<file path="config.mk">
export PLATFORM = sky130hd
export DESIGN_NAME = keypad_scanner_flat
export DESIGN_NICKNAME = d
export VERILOG_FILES = /design/src/rtl/keypad_scanner_if.sv /design/src/rtl/keypad_scanner.sv /design/src/flat_wrapper.sv
export SDC_FILE = /design/constraint.sdc
export NUM_CORES = 1
export LEC_CHECK = 0
export ABC_AREA = 1
export CAP_MARGIN = 20
export CORE_UTILIZATION = 60
export DETAILED_ROUTE_END_ITERATION = 8
export PLACE_DENSITY = 0.82
export SETUP_SLACK_MARGIN = 0.1
export SLEW_MARGIN = 40
export SYNTH_ARGS = -nofsm -noshare
export SYNTH_HDL_FRONTEND = slang
export SYNTH_SLANG_ARGS = --single-unit
</file>
<file path="constraint.sdc">
create_clock -name clk -period 6.28 [get_ports clk]
set_input_delay 0.628 -clock clk [delete_from_list [all_inputs] [get_ports clk]]
set_output_delay 0.628 -clock clk [all_outputs]
set_load 0.05 [all_outputs]
</file>
<file path="src/rtl/keypad_scanner_if.sv">
// Keypad scanner signal bundle.
// master: the scanner (drives rows and key outputs, senses columns).
// slave:  the keypad/consumer side (drives columns, observes everything else).
interface keypad_scanner_if;
    logic [3:0] o_row;
    logic [3:0] i_col;
    logic       o_key_valid;
    logic [3:0] o_key_code;
    logic       o_is_digit;
    logic [3:0] o_digit_val;
    logic [2:0] o_op_code;
    logic       o_key_held;

    modport master (
        output o_row,
        input  i_col,
        output o_key_valid,
        output o_key_code,
        output o_is_digit,
        output o_digit_val,
        output o_op_code,
        output o_key_held
    );

    modport slave (
        input  o_row,
        output i_col,
        input  o_key_valid,
        input  o_key_code,
        input  o_is_digit,
        input  o_digit_val,
        input  o_op_code,
        input  o_key_held
    );
endinterface

</file>
<file path="src/rtl/keypad_scanner.sv">
// 4x4 matrix keypad scanner with frame-based press/release debounce.
// Rows are strobed active-low one at a time; columns are sampled on the last
// cycle of each row period and four row periods form one frame. A frame with
// exactly one low key yields that key, anything else yields "none".
// Optional feature: define KEYPAD_AUTOREPEAT_EN to re-pulse o_key_valid every
// REPEAT_FRAMES frames while a key stays held.
module keypad_scanner #(
    parameter int unsigned SCAN_DIV        = 100000,
    parameter int unsigned DEBOUNCE_FRAMES = 8,
    parameter int unsigned REPEAT_FRAMES   = 200
) (
    input  logic              clk,
    input  logic              rst_n,
    keypad_scanner_if.master  bus
);

    localparam int unsigned DivW = (SCAN_DIV > 1) ? $clog2(SCAN_DIV) : 1;
    localparam int unsigned CntW = (DEBOUNCE_FRAMES > 1) ? $clog2(DEBOUNCE_FRAMES + 1) : 1;

    localparam logic [DivW-1:0] DivLast = DivW'(SCAN_DIV - 1);
    localparam logic [CntW-1:0] DbCount = CntW'(DEBOUNCE_FRAMES);
    localparam logic [CntW-1:0] CntOne  = CntW'(1);

    localparam logic [1:0] StIdle      = 2'd0;
    localparam logic [1:0] StPressDb   = 2'd1;
    localparam logic [1:0] StHeld      = 2'd2;
    localparam logic [1:0] StReleaseDb = 2'd3;

`ifdef KEYPAD_AUTOREPEAT_EN
    localparam int unsigned RepW = (REPEAT_FRAMES > 1) ? $clog2(REPEAT_FRAMES + 1) : 1;
    localparam logic [RepW-1:0] RepCount = RepW'(REPEAT_FRAMES);
`endif

    // Key code at (row, col), col0 = bit 0.
    function automatic logic [3:0] key_map(input logic [1:0] r, input logic [1:0] c);
        logic [3:0] k;
        unique case ({r, c})
            4'h0: k = 4'h1;
            4'h1: k = 4'h2;
            4'h2: k = 4'h3;
            4'h3: k = 4'hA;
            4'h4: k = 4'h4;
            4'h5: k = 4'h5;
            4'h6: k = 4'h6;
            4'h7: k = 4'hB;
            4'h8: k = 4'h7;
            4'h9: k = 4'h8;
            4'hA: k = 4'h9;
            4'hB: k = 4'hC;
            4'hC: k = 4'hE;
            4'hD: k = 4'h0;
            4'hE: k = 4'hF;
            4'hF: k = 4'hD;
            default: k = 4'h0;
        endcase
        return k;
    endfunction

    // ---------------------------------------------------------------------
    // Column synchronizer
    // ---------------------------------------------------------------------
    logic [3:0] col_meta_q, col_meta_d;
    logic [3:0] col_sync_q, col_sync_d;

    // Two-flop synchronizer input stage for the asynchronous column lines.
    always_comb begin
        col_meta_d = bus.i_col;
        col_sync_d = col_meta_q;
    end

    // Synchronizer flops idle high (no key pressed).
    always_ff @(posedge clk or negedge rst_n) begin
        if (!rst_n) begin
            col_meta_q <= 4'hF;
            col_sync_q <= 4'hF;
        end else begin
            col_meta_q <= col_meta_d;
            col_sync_q <= col_sync_d;
        end
    end

    // ---------------------------------------------------------------------
    // Row strobe divider
    // ---------------------------------------------------------------------
    logic [DivW-1:0] div_q, div_d;
    logic [3:0]      row_q, row_d;
    logic            sample;
    logic [1:0]      row_idx;

    // Divider wrap marks the sampling cycle and advances the active row.
    always_comb begin
        sample = (div_q == DivLast);
        div_d  = sample ? '0 : div_q + 1'b1;
        row_d  = sample ? {row_q[2:0], row_q[3]} : row_q;
    end

    // Row index of the single low row bit.
    always_comb begin
        row_idx = 2'd0;
        unique case (row_q)
            4'b1110: row_idx = 2'd0;
            4'b1101: row_idx = 2'd1;
            4'b1011: row_idx = 2'd2;
            4'b0111: row_idx = 2'd3;
            default: row_idx = 2'd0;
        endcase
    end

    // Divider and row register.
    always_ff @(posedge clk or negedge rst_n) begin
        if (!rst_n) begin
            div_q <= '0;
            row_q <= 4'b1110;
        end else begin
            div_q <= div_d;
            row_q <= row_d;
        end
    end

    // ---------------------------------------------------------------------
    // Frame accumulation
    // ---------------------------------------------------------------------
    logic [3:0] col_low;
    logic [1:0] row_hits;     // 0, 1, or 2 meaning "two or more"
    logic [1:0] col_idx;
    logic [1:0] base_hits;
    logic [3:0] base_code;
    logic [2:0] hit_sum;
    logic [1:0] frame_hits;
    logic [3:0] frame_code;
    logic       frame_end;
    logic       frame_key;
    logic [1:0] acc_hits_q, acc_hits_d;
    logic [3:0] acc_code_q, acc_code_d;

    // Count low columns in the sampled row and remember the first one.
    always_comb begin
        col_low  = ~col_sync_q;
        row_hits = 2'd0;
        col_idx  = 2'd0;
        for (int c = 0; c < 4; c++) begin
            if (col_low[c]) begin
                if (row_hits == 2'd0) begin
                    col_idx = 2'(c);
                end
                row_hits = (row_hits == 2'd0) ? 2'd1 : 2'd2;
            end
        end
    end

    // Fold this row into the running frame result; row 0 starts a fresh frame.
    always_comb begin
        base_hits  = (row_idx == 2'd0) ? 2'd0 : acc_hits_q;
        base_code  = (row_idx == 2'd0) ? 4'h0 : acc_code_q;
        hit_sum    = {1'b0, base_hits} + {1'b0, row_hits};
        frame_hits = (hit_sum >= 3'd2) ? 2'd2 : hit_sum[1:0];
        frame_code = (row_hits == 2'd1) ? key_map(row_idx, col_idx) : base_code;
        acc_hits_d = sample ? frame_hits : acc_hits_q;
        acc_code_d = sample ? frame_code : acc_code_q;
        frame_end  = sample && (row_idx == 2'd3);
        frame_key  = (frame_hits == 2'd1);
    end

    // Frame accumulator registers.
    always_ff @(posedge clk or negedge rst_n) begin
        if (!rst_n) begin
            acc_hits_q <= 2'd0;
            acc_code_q <= 4'h0;
        end else begin
            acc_hits_q <= acc_hits_d;
            acc_code_q <= acc_code_d;
        end
    end

    // ---------------------------------------------------------------------
    // Debounce FSM
    // ---------------------------------------------------------------------
    logic [1:0]      state_q, state_d;
    logic [CntW-1:0] cnt_q, cnt_d;
    logic [CntW-1:0] cnt_inc;
    logic [3:0]      cand_q, cand_d;
    logic [3:0]      code_q, code_d;
    logic            valid_q, valid_d;
    logic            match;
`ifdef KEYPAD_AUTOREPEAT_EN
    logic [RepW-1:0] rep_q, rep_d;
    logic [RepW-1:0] rep_inc;
`endif

    // Next-state logic; transitions only happen on the frame-end sample.
    always_comb begin
        state_d = state_q;
        cnt_d   = cnt_q;
        cand_d  = cand_q;
        code_d  = code_q;
        valid_d = 1'b0;
        cnt_inc = cnt_q + 1'b1;
        match   = frame_key && (frame_code == cand_q);
`ifdef KEYPAD_AUTOREPEAT_EN
        rep_d   = rep_q;
        rep_inc = rep_q + 1'b1;
`endif
        if (frame_end) begin
            unique case (state_q)
                StIdle: begin
                    if (frame_key) begin
                        cand_d  = frame_code;
                        cnt_d   = CntOne;
                        state_d = StPressDb;
                        if (DbCount == CntOne) begin
                            state_d = StHeld;
                            cnt_d   = '0;
                            code_d  = frame_code;
                            valid_d = 1'b1;
`ifdef KEYPAD_AUTOREPEAT_EN
                            rep_d   = '0;
`endif
                        end
                    end
                end
                StPressDb: begin
                    if (match) begin
                        cnt_d = cnt_inc;
                        if (cnt_inc == DbCount) begin
                            state_d = StHeld;
                            cnt_d   = '0;
                            code_d  = cand_q;
                            valid_d = 1'b1;
`ifdef KEYPAD_AUTOREPEAT_EN
                            rep_d   = '0;
`endif
                        end
                    end else begin
                        // A different key or a gap aborts; that frame is not reused.
                        state_d = StIdle;
                        cnt_d   = '0;
                    end
                end
                StHeld: begin
                    if (!match) begin
                        state_d = StReleaseDb;
                        cnt_d   = CntOne;
                        if (DbCount == CntOne) begin
                            state_d = StIdle;
                            cnt_d   = '0;
                        end
                    end
`ifdef KEYPAD_AUTOREPEAT_EN
                    else if (rep_inc == RepCount) begin
                        rep_d   = '0;
                        valid_d = 1'b1;
                    end else begin
                        rep_d = rep_inc;
                    end
`endif
                end
                StReleaseDb: begin
                    // Repeat counter deliberately untouched here (paused).
                    if (match) begin
                        state_d = StHeld;
                        cnt_d   = '0;
                    end else begin
                        cnt_d = cnt_inc;
                        if (cnt_inc == DbCount) begin
                            state_d = StIdle;
                            cnt_d   = '0;
                        end
                    end
                end
                default: begin
                    state_d = StIdle;
                    cnt_d   = '0;
                end
            endcase
        end
    end

    // FSM state, debounce counter, candidate and accepted-key registers.
    always_ff @(posedge clk or negedge rst_n) begin
        if (!rst_n) begin
            state_q <= StIdle;
            cnt_q   <= '0;
            cand_q  <= 4'h0;
            code_q  <= 4'h0;
            valid_q <= 1'b0;
        end else begin
            state_q <= state_d;
            cnt_q   <= cnt_d;
            cand_q  <= cand_d;
            code_q  <= code_d;
            valid_q <= valid_d;
        end
    end

`ifdef KEYPAD_AUTOREPEAT_EN
    // Auto-repeat frame counter.
    always_ff @(posedge clk or negedge rst_n) begin
        if (!rst_n) begin
            rep_q <= '0;
        end else begin
            rep_q <= rep_d;
        end
    end
`endif

    // ---------------------------------------------------------------------
    // Output decode
    // ---------------------------------------------------------------------
    logic       is_digit;
    logic [3:0] digit_val;
    logic [2:0] op_code;

    // Decode the held code into digit / operator views.
    always_comb begin
        is_digit  = (code_q <= 4'd9);
        digit_val = is_digit ? code_q : 4'hF;
        case (code_q)
            4'hA:    op_code = 3'b001;
            4'hB:    op_code = 3'b011;
            4'hC:    op_code = 3'b010;
            4'hD:    op_code = 3'b000;
            default: op_code = 3'b111;
        endcase
    end

    assign bus.o_row       = row_q;
    assign bus.o_key_valid = valid_q;
    assign bus.o_key_code  = code_q;
    assign bus.o_is_digit  = is_digit;
    assign bus.o_digit_val = digit_val;
    assign bus.o_op_code   = op_code;
    assign bus.o_key_held  = (state_q == StHeld) || (state_q == StReleaseDb);

endmodule
</file>
<file path="src/flat_wrapper.sv">
// flat-port wrapper written by rule: the top's interface ports become plain ports
module keypad_scanner_flat 
#(
    parameter int unsigned SCAN_DIV        = 100000,
    parameter int unsigned DEBOUNCE_FRAMES = 8,
    parameter int unsigned REPEAT_FRAMES   = 200
)
  (clk, rst_n, bus_o_row, bus_i_col, bus_o_key_valid, bus_o_key_code, bus_o_is_digit, bus_o_digit_val, bus_o_op_code, bus_o_key_held);
  keypad_scanner_if bus_i ();
  input  logic clk;
  input  logic rst_n;
  output wire logic [$bits(bus_i.o_row)-1:0] bus_o_row;
  input wire logic [$bits(bus_i.i_col)-1:0] bus_i_col;
  output wire logic [$bits(bus_i.o_key_valid)-1:0] bus_o_key_valid;
  output wire logic [$bits(bus_i.o_key_code)-1:0] bus_o_key_code;
  output wire logic [$bits(bus_i.o_is_digit)-1:0] bus_o_is_digit;
  output wire logic [$bits(bus_i.o_digit_val)-1:0] bus_o_digit_val;
  output wire logic [$bits(bus_i.o_op_code)-1:0] bus_o_op_code;
  output wire logic [$bits(bus_i.o_key_held)-1:0] bus_o_key_held;
  assign bus_o_row = bus_i.o_row;
  assign bus_i.i_col = bus_i_col;
  assign bus_o_key_valid = bus_i.o_key_valid;
  assign bus_o_key_code = bus_i.o_key_code;
  assign bus_o_is_digit = bus_i.o_is_digit;
  assign bus_o_digit_val = bus_i.o_digit_val;
  assign bus_o_op_code = bus_i.o_op_code;
  assign bus_o_key_held = bus_i.o_key_held;
  keypad_scanner #(.SCAN_DIV(SCAN_DIV), .DEBOUNCE_FRAMES(DEBOUNCE_FRAMES), .REPEAT_FRAMES(REPEAT_FRAMES)) u_core (.clk(clk), .rst_n(rst_n), .bus(bus_i));
endmodule
</file>
==> results of run 1 <==
==> cells in the mapped netlist, drive strengths merged <==
master and number:
mux2 1, ha 8, dfstp 11, xnor2 2, dfrtp 39, nand4 5, clkinv 1, a21oi 12
fa 1, a211oi 1, nor4 4, nand3 31, and3 1, nor3b 1, nor3 6, o21bai 1
nand3b 3, nor2 44, o211ai 1, inv 65, xor2 1, nand2 101, a31oi 2, o2111ai 1
clkbuf 5, o21ai 23
==> per-layer routing <==
metal	global-route usage	part of all wire
met2	0.437	0.50
met5	0	0
met1	0.286	0.44
met3	0.0527	0.038
met4	0.109	0.015
==> stage by stage <==
step | utilization | cells
floorplan | - | 371
global placement | 0.701 | 443
detailed placement | 0.701 | 443
CTS | 0.721 | 451
global route | 0.721 | 451
finish | 0.721 | 451
==> worst paths after layout <==
check / end / slack [ns] / cells after the start
max in group asynchronous: u_core.acc_hits_q[1] / 5.45 / 2
hold reg to reg: u_core.col_sync_q[3] / 0.36 / 0
setup reg to reg: u_core.cnt_q[0] / 3.14 / 21
hold / removal: u_core.col_sync_q[3] / 0.36 / 0
setup / recovery: u_core.cnt_q[0] / 3.14 / 21
min in group asynchronous: u_core.div_q[5] / 0.42 / 2
==> state kept, by name (all words and copies together), names as in the netlist, named ones only <==
name,count
u_core.bus.o_row,4
u_core.bus.o_key_valid,1
u_core.col_sync_q,4
u_core.bus.o_key_code,4
u_core.cnt_q,4
u_core.state_q,1
u_core.col_meta_q,4
u_core.div_q,17
u_core.acc_hits_q,2
u_core.acc_code_q,4
u_core.cand_q,4
==> critical path, cell delays in order, from the launching register on <==
cell	delay, ns
sky130_fd_sc_hd__dfstp_2	0.58
sky130_fd_sc_hd__inv_1	0.05
sky130_fd_sc_hd__ha_1	0.28
sky130_fd_sc_hd__inv_1	0.05
sky130_fd_sc_hd__nand2_1	0.08
sky130_fd_sc_hd__nand2_2	0.10
sky130_fd_sc_hd__nand3_4	0.10
sky130_fd_sc_hd__nand2_1	0.08
sky130_fd_sc_hd__ha_1	0.14
sky130_fd_sc_hd__inv_1	0.05
sky130_fd_sc_hd__fa_1	0.48
sky130_fd_sc_hd__nand2_1	0.06
sky130_fd_sc_hd__inv_1	0.06
sky130_fd_sc_hd__nand2_1	0.08
sky130_fd_sc_hd__inv_1	0.10
sky130_fd_sc_hd__nand3_2	0.10
sky130_fd_sc_hd__nor2_4	0.14
sky130_fd_sc_hd__nand3_1	0.10
sky130_fd_sc_hd__nand2_1	0.19
sky130_fd_sc_hd__inv_2	0.06
sky130_fd_sc_hd__nor2_1	0.10
sky130_fd_sc_hd__nor2_1	0.05
==> final cells by class <==
class	instances	area, sq um
clock buffers	8	90.1
fillers	343	1240
inverters	66	248
multi-input cells	250	1300
flip-flops and latches	50	1260
well taps	52	65.1
repair buffers	25	240
==> where the power goes <==
part / leakage (nW) / switching, mW / internal (mW)
Combinational: 0.880 / 0.0281 / 0.0135
Clock: 0.0455 / 0.100 / 0.0900
Sequential: 0.646 / 0.00201 / 0.327
==> cells by family after synthesis <==
kind of cell | share of synthesized area
AOI/OAI and AO/OA | 0.0827
xor gates and xnor gates | 0.00929
adders and majority gates | 0.0425
buffers and inverters | 0.0942
DFF | 0.447
muxes | 0.00398
and+or+nand+nor | 0.320
==> metrics.log, run 1 <==
INFO  metric outcome = finished, violations left
INFO  metric violations = DRC
INFO  metric detailedRoute.firstPassIterationCount = 6
INFO  metric drt_wl_total = ~5.4 mm
INFO  metric final-hold-violation-count = 0
INFO  metric grt_pass1_wl = slightly below 10 mm
INFO  metric cts_max_path_buffers = 2
INFO  metric number_of_drc_markers_in_iteration_0 = between 100 and 150
INFO  metric antenna-diode-count = 0
INFO  metric post_cts.resized_instances = 0
INFO  metric grt_max_degree = 51
INFO  metric p_leak = 1.57 nW
INFO  metric finalHoldWorstSlack = 0.358 ns
INFO  metric cts.reportedPaths.clkPinSlew = about 0.09 ns
INFO  metric maxClockFrequency = approximately 320 MHz
INFO  metric vdd.ir_drop.worst = 114 uV
INFO  metric rsz_0062_raised_after_global_routing = false
INFO  metric clock_sink_count = 50
INFO  metric synth_top_cell_by_area = sky130_fd_sc_hd__dfrtp_1
INFO  metric post-dp-hpwl = 4.10 mm
INFO  metric avgViaCountPerCell = roughly 5.3
INFO  metric design.final.nets = between 400 and 500
INFO  metric clock-skew-final = between 0.004 and 0.005 ns
INFO  metric worstReg2RegStart = u_core.col_sync_q[0]
INFO  metric fp.dieArea = about 5000 sq um
INFO  metric synthTopCellsByArea = sky130_fd_sc_hd__dfrtp_1 35%, sky130_fd_sc_hd__nand2_1 13%, sky130_fd_sc_hd__dfstp_2 10%
INFO  metric synth_cells = between 300 and 400
INFO  metric critPathMaxFanout = 6
INFO  metric place.port_buffers = 23
INFO  metric cts_bufs_inserted = 5
INFO  metric via_count = 2405
INFO  metric layout-drive-gt1-share = 0.123
INFO  metric setup.worst_path.class = flip-flop to flip-flop
INFO  metric hold_bufs_inserted_after_cts = 0
INFO  metric worst_hold_path_type = flip-flop to flip-flop
INFO  metric h-tree-depth = 2
INFO  metric cts_tree = built
INFO  metric dpl_cell_area = a little over 3000 sq um
INFO  metric count_of_pins_on_the_block_boundary = 24
INFO  metric start_util = 0.636
INFO  metric clk-insertion-delay-late = ~0.3 ns
INFO  metric final_cell_area = around 3200 sq um
INFO  metric final_min_period_over_clock_period = 0.501
INFO  metric antenna_violating_nets_post_route = 0
INFO  metric critical_path.endpoint_type = flip-flop
INFO  metric worst_slew_margin_rel = 0.595
INFO  metric cp.required = approximately 6.5 ns
INFO  metric timing.critical_path.from = u_core.col_sync_q[0]
INFO  metric drc_errors = 6
INFO  metric hold_start = u_core.col_meta_q[3]
INFO  metric min_period = around 3.1 ns
INFO  metric die_x = between 70 and 80 microns
INFO  metric synth_seq_area_share = 0.447
INFO  metric area_growth_syn_to_layout = 13.3%
INFO  metric synth_seq_cells = 50
INFO  metric dieHeight = approximately 71 microns
INFO  metric setup_viol = 0
INFO  metric slew_at_the_pin_with_the_worst_max_slew_slack = around 0.61 ns
INFO  metric synthesis.nets = 386
INFO  metric mostFrequentLayoutCell = sky130_fd_sc_hd__nand2_1
INFO  metric timing_max_transition_violations_final = 0
INFO  metric root_buffer = sky130_fd_sc_hd__clkbuf_8
INFO  metric yosysTopAreaCellShare = 0.345
INFO  metric gpl_wtd_cong = approximately 0.89
INFO  metric sum_of_overflow_across_all_layers_after_global_routing = 0
INFO  metric maxCapViolations = 0
INFO  metric netlist_area = roughly 2800 sq um
INFO  metric synth_warnings = 0
INFO  metric power_density = ~170 nW/um^2
INFO  metric core.rowCount = 24
INFO  metric fp.coreArea = approximately 4400 sq um
INFO  metric setup_slack = approximately 3.1 ns
INFO  metric final_routed_wire_length_divided_by_cell_count = ~12 microns
INFO  metric antenna_found_initial = 0
INFO  metric yosys.cell_types.count = 38
INFO  metric startpoint_type = flip-flop
INFO  metric dpl_worst_slack = about 3.1 ns
INFO  metric groute.usage.overall = 0.245
INFO  metric setup-tns-final = 0 ns
INFO  metric layout_common_cells = 95 x sky130_fd_sc_hd__nand2_1, 56 x sky130_fd_sc_hd__inv_1, 39 x sky130_fd_sc_hd__nor2_1, 39 x sky130_fd_sc_hd__dfrtp_1, 28 x sky130_fd_sc_hd__nand3_1
INFO  metric first_global_vias = approximately 2400
INFO  metric totalPowerFinal = about 0.56 mW
INFO  metric cts_post_setup_buffers_inserted = 0
INFO  metric syn-mean-instance-area = approximately 7.6 sq um
INFO  metric worst-endpoint-arrival = between 3 and 4 ns
Note: power is estimated with default switching activity, not from simulation.
==> run 2, diff against run 1 <==
--- a/config.mk
+++ b/config.mk
@@ -7,9 +7,9 @@
 export LEC_CHECK = 0
 export ABC_AREA = 1
 export CAP_MARGIN = 20
-export CORE_UTILIZATION = 60
+export CORE_UTILIZATION = 58
 export DETAILED_ROUTE_END_ITERATION = 8
-export PLACE_DENSITY = 0.82
+export PLACE_DENSITY = 0.8
 export SETUP_SLACK_MARGIN = 0.1
 export SLEW_MARGIN = 40
 export SYNTH_ARGS = -nofsm -noshare
==> constraint.sdc (replaced) <==
create_clock -name clk -period 3.28 [get_ports clk]
set_input_delay 0.328 -clock clk [delete_from_list [all_inputs] [get_ports clk]]
set_output_delay 0.328 -clock clk [all_outputs]
set_load 0.05 [all_outputs]
==> run 2 against run 1 <==
The flow now finishes without violations. Design area is 3.8% higher. Critical endpoint is now u_core.bus.o_key_valid. Non-clock buffer count is 7 higher. Clock power is 100% higher. Combinational power is 130% higher. Sequential share of layout area is 1.4 points lower. Cell count is 2.0% higher. Die area is 3.4% higher. Flip-flop and latch count stayed put. Largest power group unchanged. Highest routed layer unchanged.
==> metrics.log, run 2 (synthesis gave the netlist of run 1 again) <==
INFO  metric outcome = completed (was finished, violations left)
INFO  metric worstReg2RegStart = u_core.col_sync_q[1] (was u_core.col_sync_q[0])
INFO  metric dieHeight = 71.8 microns (was 70.7 microns)
INFO  metric root_buffer = sky130_fd_sc_hd__clkbuf_8 (unchanged)
INFO  metric gpl_wtd_cong = 0.870 (was 0.895)
INFO  metric r2r-end = u_core.bus.o_key_valid (was u_core.cnt_q[0])
INFO  metric groute.usage.overall = 0.226 (was 0.245)
INFO  metric worst_slew_margin_rel = 0.562 (was 0.595)
INFO  metric setup.worst_path.class = flip-flop to flip-flop (unchanged)
INFO  metric fp.dieArea = 5160 sq um (was 4990 sq um)
INFO  metric drc_errors = 0 (was 6)
INFO  metric post-dp-hpwl = 4.05 mm (was 4.10 mm)
INFO  metric sum_of_overflow_across_all_layers_after_global_routing = 0 (unchanged)
INFO  metric avgViaCountPerCell = 5.35 (was 5.33)
INFO  metric power_density = 335 nW/um^2 (was 175 nW/um^2)
INFO  metric first_global_vias = 2193 (was 2350)
INFO  metric dpl_cell_area = 3120 sq um (was 3110 sq um)
INFO  metric setup-tns-final = 0 ns (unchanged)
INFO  metric hold_bufs_inserted_after_cts = 0 (unchanged)
INFO  metric mostFrequentLayoutCell = sky130_fd_sc_hd__nand2_1 (unchanged)
INFO  metric cts_tree = built (unchanged)
INFO  metric reg2reg_setup_slack = 0.23 ns (was 3.14 ns)
INFO  metric p_leak = 1.64 nW (was 1.57 nW)
INFO  metric clock_sink_count = 50 (unchanged)
INFO  metric area_growth_syn_to_layout = 17.6% (was 13.3%)
INFO  metric setup_viol = 0 (unchanged)
INFO  metric critical_path.endpoint_type = flip-flop (unchanged)
INFO  metric count_of_pins_on_the_block_boundary = 24 (unchanged)
INFO  metric drt_wl_total = 5.61 mm (was 5.36 mm)
INFO  metric antenna_found_initial = 0 (unchanged)
INFO  metric largest_register_ff_count = 17 (unchanged)
INFO  metric timing.critical_path.from = u_core.col_sync_q[1] (was u_core.col_sync_q[0])
INFO  metric p_int = 0.848 mW (was 0.430 mW)
INFO  metric cts_bufs_inserted = 5 (unchanged)
INFO  metric place.port_buffers = 23 (unchanged)
INFO  metric layout.core_utilization = 0.709 (was 0.721)
INFO  metric die_x = 71.8 microns (was 70.7 microns)
INFO  metric reg2regPathDepth = 20 (was 21)
INFO  metric clock-skew-final = 0.00568 ns (was 0.00428 ns)
INFO  metric worst-endpoint-arrival = 3.27 ns (was 3.34 ns)
INFO  metric p_clk_frac = 0.349 (was 0.340)
INFO  metric detailedRoute.firstPassIterationCount = 5 (was 6)
INFO  metric switching_share = 0.238 (was 0.233)
INFO  metric final_min_period_over_clock_period = 0.929 (was 0.501)
INFO  metric worst_hold_path_type = primary input to asynchronous set/reset pin (was flip-flop to flip-flop)
INFO  metric cts_max_path_buffers = 2 (unchanged)
INFO  metric core.rowCount = 25 (was 24)
INFO  metric design.final.nets = 420 (was 413)
INFO  metric final_cell_area = 3330 sq um (was 3200 sq um)
INFO  metric antenna_violating_nets_post_route = 0 (unchanged)
INFO  metric maxClockFrequency = 328 MHz (was 318 MHz)
INFO  metric cp.required = 3.50 ns (was 6.48 ns)
INFO  metric vdd.ir_drop.worst = 244 uV (was 114 uV)
INFO  metric totalPowerFinal = 1.11 mW (was 0.561 mW)
INFO  metric clk-insertion-delay-late = 0.30 ns (about the same)
INFO  metric number_of_drc_markers_in_iteration_0 = 189 (was 131)
INFO  metric startpoint_type = flip-flop (unchanged)
INFO  metric grt_pass1_wl = 9.20 mm (was 9.70 mm)
INFO  metric regMostFlops = u_core.div_q (unchanged)
INFO  metric final-hold-violation-count = 0 (unchanged)
INFO  metric h-tree-depth = 2 (unchanged)
INFO  metric layout_common_cells = 89 x sky130_fd_sc_hd__nand2_1, 53 x sky130_fd_sc_hd__inv_1, 39 x sky130_fd_sc_hd__nor2_1, 39 x sky130_fd_sc_hd__dfrtp_1, 28 x sky130_fd_sc_hd__nand3_1 (was 95 x sky130_fd_sc_hd__nand2_1, 56 x sky130_fd_sc_hd__inv_1, 39 x sky130_fd_sc_hd__nor2_1, 39 x sky130_fd_sc_hd__dfrtp_1, 28 x sky130_fd_sc_hd__nand3_1)
INFO  metric maxCapViolations = 0 (unchanged)
INFO  metric slew_at_the_pin_with_the_worst_max_slew_slack = 0.657 ns (was 0.607 ns)
INFO  metric grt_max_degree = 32 (was 51)
INFO  metric share_of_total_power_in_sequential_cells = 0.565 (was 0.586)
INFO  metric netSwitchingPower = 0.264 mW (was 0.131 mW)
INFO  metric final_routed_wire_length_divided_by_cell_count = 12.2 microns (was 11.9 microns)
INFO  metric via_count = 2460 (was 2405)
INFO  metric rsz_0062_raised_after_global_routing = false (unchanged)
INFO  metric timing_max_transition_violations_final = 0 (unchanged)
INFO  metric power.share.combinational = 0.085 (was 0.074)
INFO  metric layout-drive-gt1-share = 0.170 (was 0.123)
INFO  metric critPathMaxFanout = 4 (was 6)
INFO  metric fp.coreArea = 4690 sq um (was 4440 sq um)
INFO  metric min_period = 3.05 ns (was 3.14 ns)
INFO  metric cts.reportedPaths.clkPinSlew = 0.09 ns (about the same)
INFO  metric antenna-diode-count = 0 (unchanged)
INFO  metric start_util = 0.603 (was 0.636)
run 2: cell count changes in the layout (fill, tap and decap cells not counted), sizes merged:
cell	change
clkbuf	-1
buf	+7
clkinv	+1
run 2: area by class of cell:
class	instances	area, sq um
inverter	66	250
sequential	50	1260
tap	54	67.6
clock buffer	7	96.3
fill	364	1370
timing repair buffer	32	293
clock inverter	1	3.75
multi-input combinational	250	1350
run 2: timing repair:
| action | 4_1_cts | 5_1_grt |
|---|---|---|
| gates resized for setup | 0 | 16 |
| setup endpoints to repair | 0 | 11 |
| buffers inserted | 0 | 6 |
run 2: power by group through the flow:
stage,logic (mW),clock network [mW],registers (mW)
2_1_floorplan,0.0516,0,0.640
3_3_place_gp,0.0786,0,0.640
3_5_place_dp,0.0806,0,0.641
4_1_cts,0.0809,0.400,0.629
5_1_grt,0.107,0.419,0.630
6_report,0.0949,0.389,0.629
run 2: layer usage:
| layer | wire (microns) | part of all wire | track usage |
|---|---|---|---|
| met5 | 0 | 0 | 0 |
| met4 | 98 | 0.017 | 0.0806 |
| met3 | 274 | 0.049 | 0.0295 |
| met2 | 2790 | 0.50 | 0.393 |
| met1 | 2450 | 0.44 | 0.290 |
run 2: worst max-delay path, stage by stage, from the launching register on:
cell and delay, ns:
sky130_fd_sc_hd__dfstp_2 0.54, sky130_fd_sc_hd__inv_1 0.08, sky130_fd_sc_hd__ha_4 0.24, sky130_fd_sc_hd__inv_1 0.06, sky130_fd_sc_hd__nand2_2 0.07, sky130_fd_sc_hd__nand2_2 0.10
sky130_fd_sc_hd__nand3_4 0.09, sky130_fd_sc_hd__nand2_2 0.08, sky130_fd_sc_hd__ha_2 0.17, sky130_fd_sc_hd__inv_1 0.06, sky130_fd_sc_hd__fa_1 0.51, sky130_fd_sc_hd__nand2_1 0.07
sky130_fd_sc_hd__inv_2 0.06, sky130_fd_sc_hd__nand2_2 0.07, sky130_fd_sc_hd__inv_2 0.06, sky130_fd_sc_hd__nand3_2 0.07, sky130_fd_sc_hd__nor2_4 0.14, sky130_fd_sc_hd__nand2_4 0.09
sky130_fd_sc_hd__inv_4 0.09, sky130_fd_sc_hd__nand2_4 0.06, sky130_fd_sc_hd__nor4_4 0.28
run 2: how the worst max path moves through the flow:
stage | endpoint | slack [ns] | cells past startpoint
finish | u_core.bus.o_key_valid | 0.23 | 20
global placement | u_core.state_q[0] | 0.30 | 21
detailed placement | u_core.state_q[0] | 0.19 | 21
CTS | u_core.state_q[0] | 0.16 | 21
floorplan | u_core.state_q[0] | 0.31 | 20
global route | u_core.bus.o_key_valid | 0.04 | 20
run 2: metrics by stage:
step,hold slack [ns],worst slack (ns),instances
2_1_floorplan,0.0324,0.312,371
3_3_place_gp,0.346,0.303,446
3_5_place_dp,0.347,0.193,446
4_1_cts,0.0677,0.160,454
5_1_grt,0.109,0.0448,460
6_report,0.0406,0.232,460
==> run 3, diff against run 2 <==
--- a/config.mk
+++ b/config.mk
@@ -6,7 +6,7 @@
 export NUM_CORES = 1
 export LEC_CHECK = 0
 export ABC_AREA = 1
-export CAP_MARGIN = 20
+export CAP_MARGIN = 0
 export CORE_UTILIZATION = 58
 export DETAILED_ROUTE_END_ITERATION = 8
 export PLACE_DENSITY = 0.8
==> results of run 3 <==
Same layout as run 2: the final DEF is identical, and so are final timing and power.
